## config.mk

```make
export PLATFORM = sky130hd
export DESIGN_NAME = matrix_b_streamer
export DESIGN_NICKNAME = d
export VERILOG_FILES = /design/src/rtl/matrix_pkg.sv /design/src/rtl/nested_index_counter.sv /design/src/rtl/matrix_b_streamer.sv
export SDC_FILE = /design/constraint.sdc
export NUM_CORES = 1
export LEC_CHECK = 0
export ABC_AREA = 1
export BUFFER_PORTS_ARGS = -buffer_cell sky130_fd_sc_hd__buf_2
export CORE_MARGIN = 1
export CORE_UTILIZATION = 40
export CTS_CLUSTER_SIZE = 16
export DETAILED_ROUTE_END_ITERATION = 16
export GPL_TIMING_DRIVEN = 1
export SYNTH_ARGS = -nofsm -noshare
export SYNTH_HDL_FRONTEND = slang
export SYNTH_SLANG_ARGS = --single-unit
```

## constraint.sdc

```tcl
create_clock -name clk -period 1.8 [get_ports clk]
set_input_delay 0.18 -clock clk [delete_from_list [all_inputs] [get_ports clk]]
set_output_delay 0.18 -clock clk [all_outputs]
set_load 0.1 [all_outputs]
```

## src/rtl/matrix_pkg.sv

```systemverilog
// Shared definitions for the matrix multiplier operand streamers:
// state encoding, default geometry and flat-matrix index helpers.
package matrix_pkg;

   typedef enum logic [1:0] {
      IDLE,
      STREAM,
      DONE
   } state_e;

   localparam int unsigned DEFAULT_N = 2;
   localparam int unsigned DEFAULT_W = 3;

   // Element index of B[k][j] in a row-major flat matrix.
   function automatic int unsigned b_index(input int unsigned k,
                                           input int unsigned j,
                                           input int unsigned n);
      return k * n + j;
   endfunction

endpackage

```

## src/rtl/nested_index_counter.sv

```systemverilog
// Three nested wrapping counters (i outer, j middle, k inner), each 0..N-1.
// Exposes the post-advance k/j values so a consumer can register the next selection.
module nested_index_counter
   import matrix_pkg::*;
#(
   parameter int unsigned N = DEFAULT_N
) (
   input  logic                                 clk,
   input  logic                                 rst,
   input  logic                                 clear,
   input  logic                                 advance,
   output logic [((N > 2) ? $clog2(N) : 1)-1:0] k_next,
   output logic [((N > 2) ? $clog2(N) : 1)-1:0] j_next,
   output logic                                 last
);

   localparam int unsigned CW = (N > 2) ? $clog2(N) : 1;
   localparam logic [CW-1:0] MAX = CW'(N - 1);

   logic [CW-1:0] i_q, i_d;
   logic [CW-1:0] j_q, j_d;
   logic [CW-1:0] k_q, k_d;

   always_ff @(posedge clk or posedge rst) begin
      if (rst) begin
         i_q <= '0;
         j_q <= '0;
         k_q <= '0;
      end else begin
         i_q <= i_d;
         j_q <= j_d;
         k_q <= k_d;
      end
   end

   always_comb begin
      i_d = i_q;
      j_d = j_q;
      k_d = k_q;
      if (clear) begin
         i_d = '0;
         j_d = '0;
         k_d = '0;
      end else if (advance) begin
         k_d = (k_q == MAX) ? '0 : k_q + 1'b1;
         if (k_q == MAX) begin
            j_d = (j_q == MAX) ? '0 : j_q + 1'b1;
            if (j_q == MAX) begin
               i_d = (i_q == MAX) ? '0 : i_q + 1'b1;
            end
         end
      end
   end

   assign k_next = k_d;
   assign j_next = j_d;
   assign last   = (i_q == MAX) && (j_q == MAX) && (k_q == MAX);

endmodule

```

## src/rtl/matrix_b_streamer.sv

```systemverilog
// Matrix B operand sequencer: snapshots B on start and streams B[k][j] for
// k innermost, j middle, repeated N times, over a registered valid/ready port.
module matrix_b_streamer
   import matrix_pkg::*;
#(
   parameter int unsigned N = DEFAULT_N,
   parameter int unsigned W = DEFAULT_W
) (
   input  logic             clk,
   input  logic             rst,
   input  logic             start,
   input  logic [N*N*W-1:0] matrix_b,
   output logic [W-1:0]     element,
   output logic             valid,
   input  logic             ready,
   output logic             k_last,
   output logic             busy,
   output logic             done
);

   localparam int unsigned CW = (N > 2) ? $clog2(N) : 1;
   localparam logic [CW-1:0] MAX = CW'(N - 1);

   state_e             state_q, state_d;
   logic [N*N*W-1:0]   snap_q, snap_d;
   logic [W-1:0]       element_q, element_d;
   logic               valid_q, valid_d;
   logic               k_last_q, k_last_d;

   logic               accept;
   logic               xfer;
   logic               cnt_last;
   logic [CW-1:0]      k_nx;
   logic [CW-1:0]      j_nx;

   assign accept = (state_q == IDLE) && start;
   assign xfer   = valid_q && ready;

   nested_index_counter #(
      .N(N)
   ) u_idx (
      .clk    (clk),
      .rst    (rst),
      .clear  (accept),
      .advance(xfer),
      .k_next (k_nx),
      .j_next (j_nx),
      .last   (cnt_last)
   );

   always_ff @(posedge clk or posedge rst) begin
      if (rst) begin
         state_q   <= IDLE;
         snap_q    <= '0;
         element_q <= '0;
         valid_q   <= 1'b0;
         k_last_q  <= 1'b0;
      end else begin
         state_q   <= state_d;
         snap_q    <= snap_d;
         element_q <= element_d;
         valid_q   <= valid_d;
         k_last_q  <= k_last_d;
      end
   end

   // Output registers are loaded with the beat that follows each transfer,
   // so the presented beat holds untouched while the consumer stalls.
   always_comb begin
      state_d   = state_q;
      snap_d    = snap_q;
      element_d = element_q;
      valid_d   = valid_q;
      k_last_d  = k_last_q;
      case (state_q)
         IDLE: begin
            if (start) begin
               state_d   = STREAM;
               snap_d    = matrix_b;
               element_d = matrix_b[W-1:0];
               valid_d   = 1'b1;
               k_last_d  = 1'b0;
            end
         end
         STREAM: begin
            if (xfer) begin
               if (cnt_last) begin
                  state_d   = DONE;
                  element_d = '0;
                  valid_d   = 1'b0;
                  k_last_d  = 1'b0;
               end else begin
                  element_d = snap_q[b_index(32'(k_nx), 32'(j_nx), N) * W +: W];
                  k_last_d  = (k_nx == MAX);
               end
            end
         end
         DONE: begin
            state_d = IDLE;
         end
         default: begin
            state_d = IDLE;
         end
      endcase
   end

   always_comb begin
      element = element_q;
      valid   = valid_q;
      k_last  = k_last_q;
      busy    = (state_q == STREAM) || (state_q == DONE);
      done    = (state_q == DONE);
   end

endmodule

```

==> results.tsv <==
metric	value	unit
slew_viol_final	0	
grt_max_degree	14	
diodes	0	
synth_seq_cells	22	
grt_pass1_wl	3.73	mm
peakVddDrop	355	uV
end_kind	output port	
layout_worst_path_cycle_share	92.2	%
cp_data_required_time	1.62	ns
maxCapViolations	0	
start_kind	register	
synth.top_cell.area_share	49.4	%
syn_area	0.00111	mm^2
drc	0	
relSlewSlack	67.7	%
p_leak	0.747	nW
fin_util	52.0	%
rsz0062_at_grt	false	
portBuffers	22	
powerDensity	613	mW/mm^2
synth_nets	159	
cts.path.max_buffers	2	
clockRootBuffer	clkbuf_4	
finalSetupViolCount	0	
initial_core_util	43.8	%
wl_per_cell	11.8	um
synth_top_area_cell	dfrtp_1	
synth_cell_type_count	21	
syn_area_per_cell	8.01	um^2
cpMaxStageDelayCell	buf_2	
drive_gt1_share	23.4	%
fin_setup_tns	0	ns
cts-resized-gates	0	
critPathMaxFanout	3	
synth-edff-count	0	
reg2reg_from	state_q[1]	
ant_nets	0	
pin_count	23	
cts_setup_buffers	0	
die_y	54.8	um
cp_cell_sequence	inv_1, ha_1, buf_2	
clk_latency	0.31	ns
ys_warn_count	0	
arrival	1.48	ns
core_area	0.00254	mm^2
dr.pass1.iters	4	
grt_pass1_vias	882	
dp_cells	192	
ys.flop_type	dfrtp_1	
grt_antenna_before_repair	0	
wirelength	2.33	mm
cts.sinks	22	
h-tree-depth	1	
synth_area_leaders	dfrtp_1 (49%), nand2_1 (17%), nand3_1 (5.8%)	
cts_tree	built	
die_w	54.8	um
place_hpwl	1.84	mm
hp-start	matrix_b[11]	
die-area	0.00300	mm^2
clk_pin_slew	0.12	ns
hold_class	input pin to register	
gp_congestion	0.767	
synth_most_common_cell	nand2_1	
yosysSeqAreaShare	49.4	%
fin_cells	197	
nets	188	
r2r_slack	0.22	ns
fmax	603	MHz
hold_buffers	1	
status	finished clean	
grt.overflow.total	0	
startpoint	state_q[1]	
syn_inst	139	
rows	18	
period_minus_slack	1.66	ns
vias	958	
syn_to_final_growth	18.8	%
grt.total_usage	18.0	%
drt-initial-drc-count	19	
cp_slowest_stage_delay	0.41	ns
tightestPinTransition	0.487	ns
cts-buffers-inserted	3	
timing_hold_violations_final	0	
path_class	register to output port	
synth_common_cells	nand2_1 (49), dfrtp_1 (22), inv_1 (16)	
synthArstFlopShare	100	%
via_per_inst	4.86	
fin_skew	0.00214	ns
-- cells in the final DEF, fill, tap and decap left out, types with 2 or more instances in the layout --
cell,count
nand3_1,13
buf_4,3
a21oi_1,7
o21ai_0,9
inv_2,3
nand2_2,2
nand2_1,49
nor2_1,3
clkbuf_4,3
inv_1,16
ha_1,4
buf_2,22
dfrtp_1,21
-- stage by stage --
step                      power (mW)  worst slack (ns)  hold slack (ns)  cell area, um^2
after floorplan                0.523             0.274            0.169             1110
after global placement         0.546             0.290            0.183             1280
after detailed placement       0.547             0.245            0.186             1280
after CTS                      0.822             0.141           0.0496             1320
after global routing           0.850            0.0837           0.0400             1320
final                          0.811             0.141           0.0519             1320
-- registers in the layout, summed over array words and instances (netlist names) --
name,flops
u_idx.j_q,1
u_idx.k_q,1
k_last,1
valid,1
snap_q,12
u_idx.i_q,1
state_q,2
element,3
-- worst paths after layout --
check / to / cells after the start
worst max register to register: element[0] / 10
max in group asynchronous: snap_q[2] / 4
worst min-delay path: snap_q[11] / 3
min in group asynchronous: snap_q[3] / 3
worst max-delay path: busy / 3
worst min register to register: snap_q[11] / 2
-- cells by family (layout without fill, tap and decap cells) --
kind of cell    after synthesis  in the layout  synth area share [%]
fa+ha+maj                     4              4                  4.49
buf+inv                      21             49                  7.19
flops                        22             22                  49.4
compound gates               18             18                  8.76
simple gates                 74             74                  30.1
-- layer usage --
layer	global-route usage, %	share of wire (%)	up-vias
met5	0	0	-
met4	7.69	1.4	0
met3	3.33	3.4	5
met2	28.7	46	16
met1	23.4	49	440
li1	-	-	497
-- power by group --
part | internal (mW) | switching, mW
combinational | 0.0161 | 0.0269
clock | 0.124 | 0.149
sequential | 0.495 | 0.000365
-- critical path, delay by kind of cell (launching register included) --
| family | cells | cell delay [ns] |
|---|---|---|
| adder cells (fa/ha/maj) | 1 | 0.27 |
| flip-flops | 1 | 0.39 |
| buffers and inverters | 2 | 0.50 |
-- final cells by class --
type	count	area (um^2)
Clock buffer	4	36.3
Inverter	19	71.3
Fill cell	258	1220
Sequential cell	22	552
Multi-Input combinational cell	96	483
Tap cell	30	37.5
Timing Repair Buffer	26	143
Note: power is estimated with default switching activity, not from simulation.
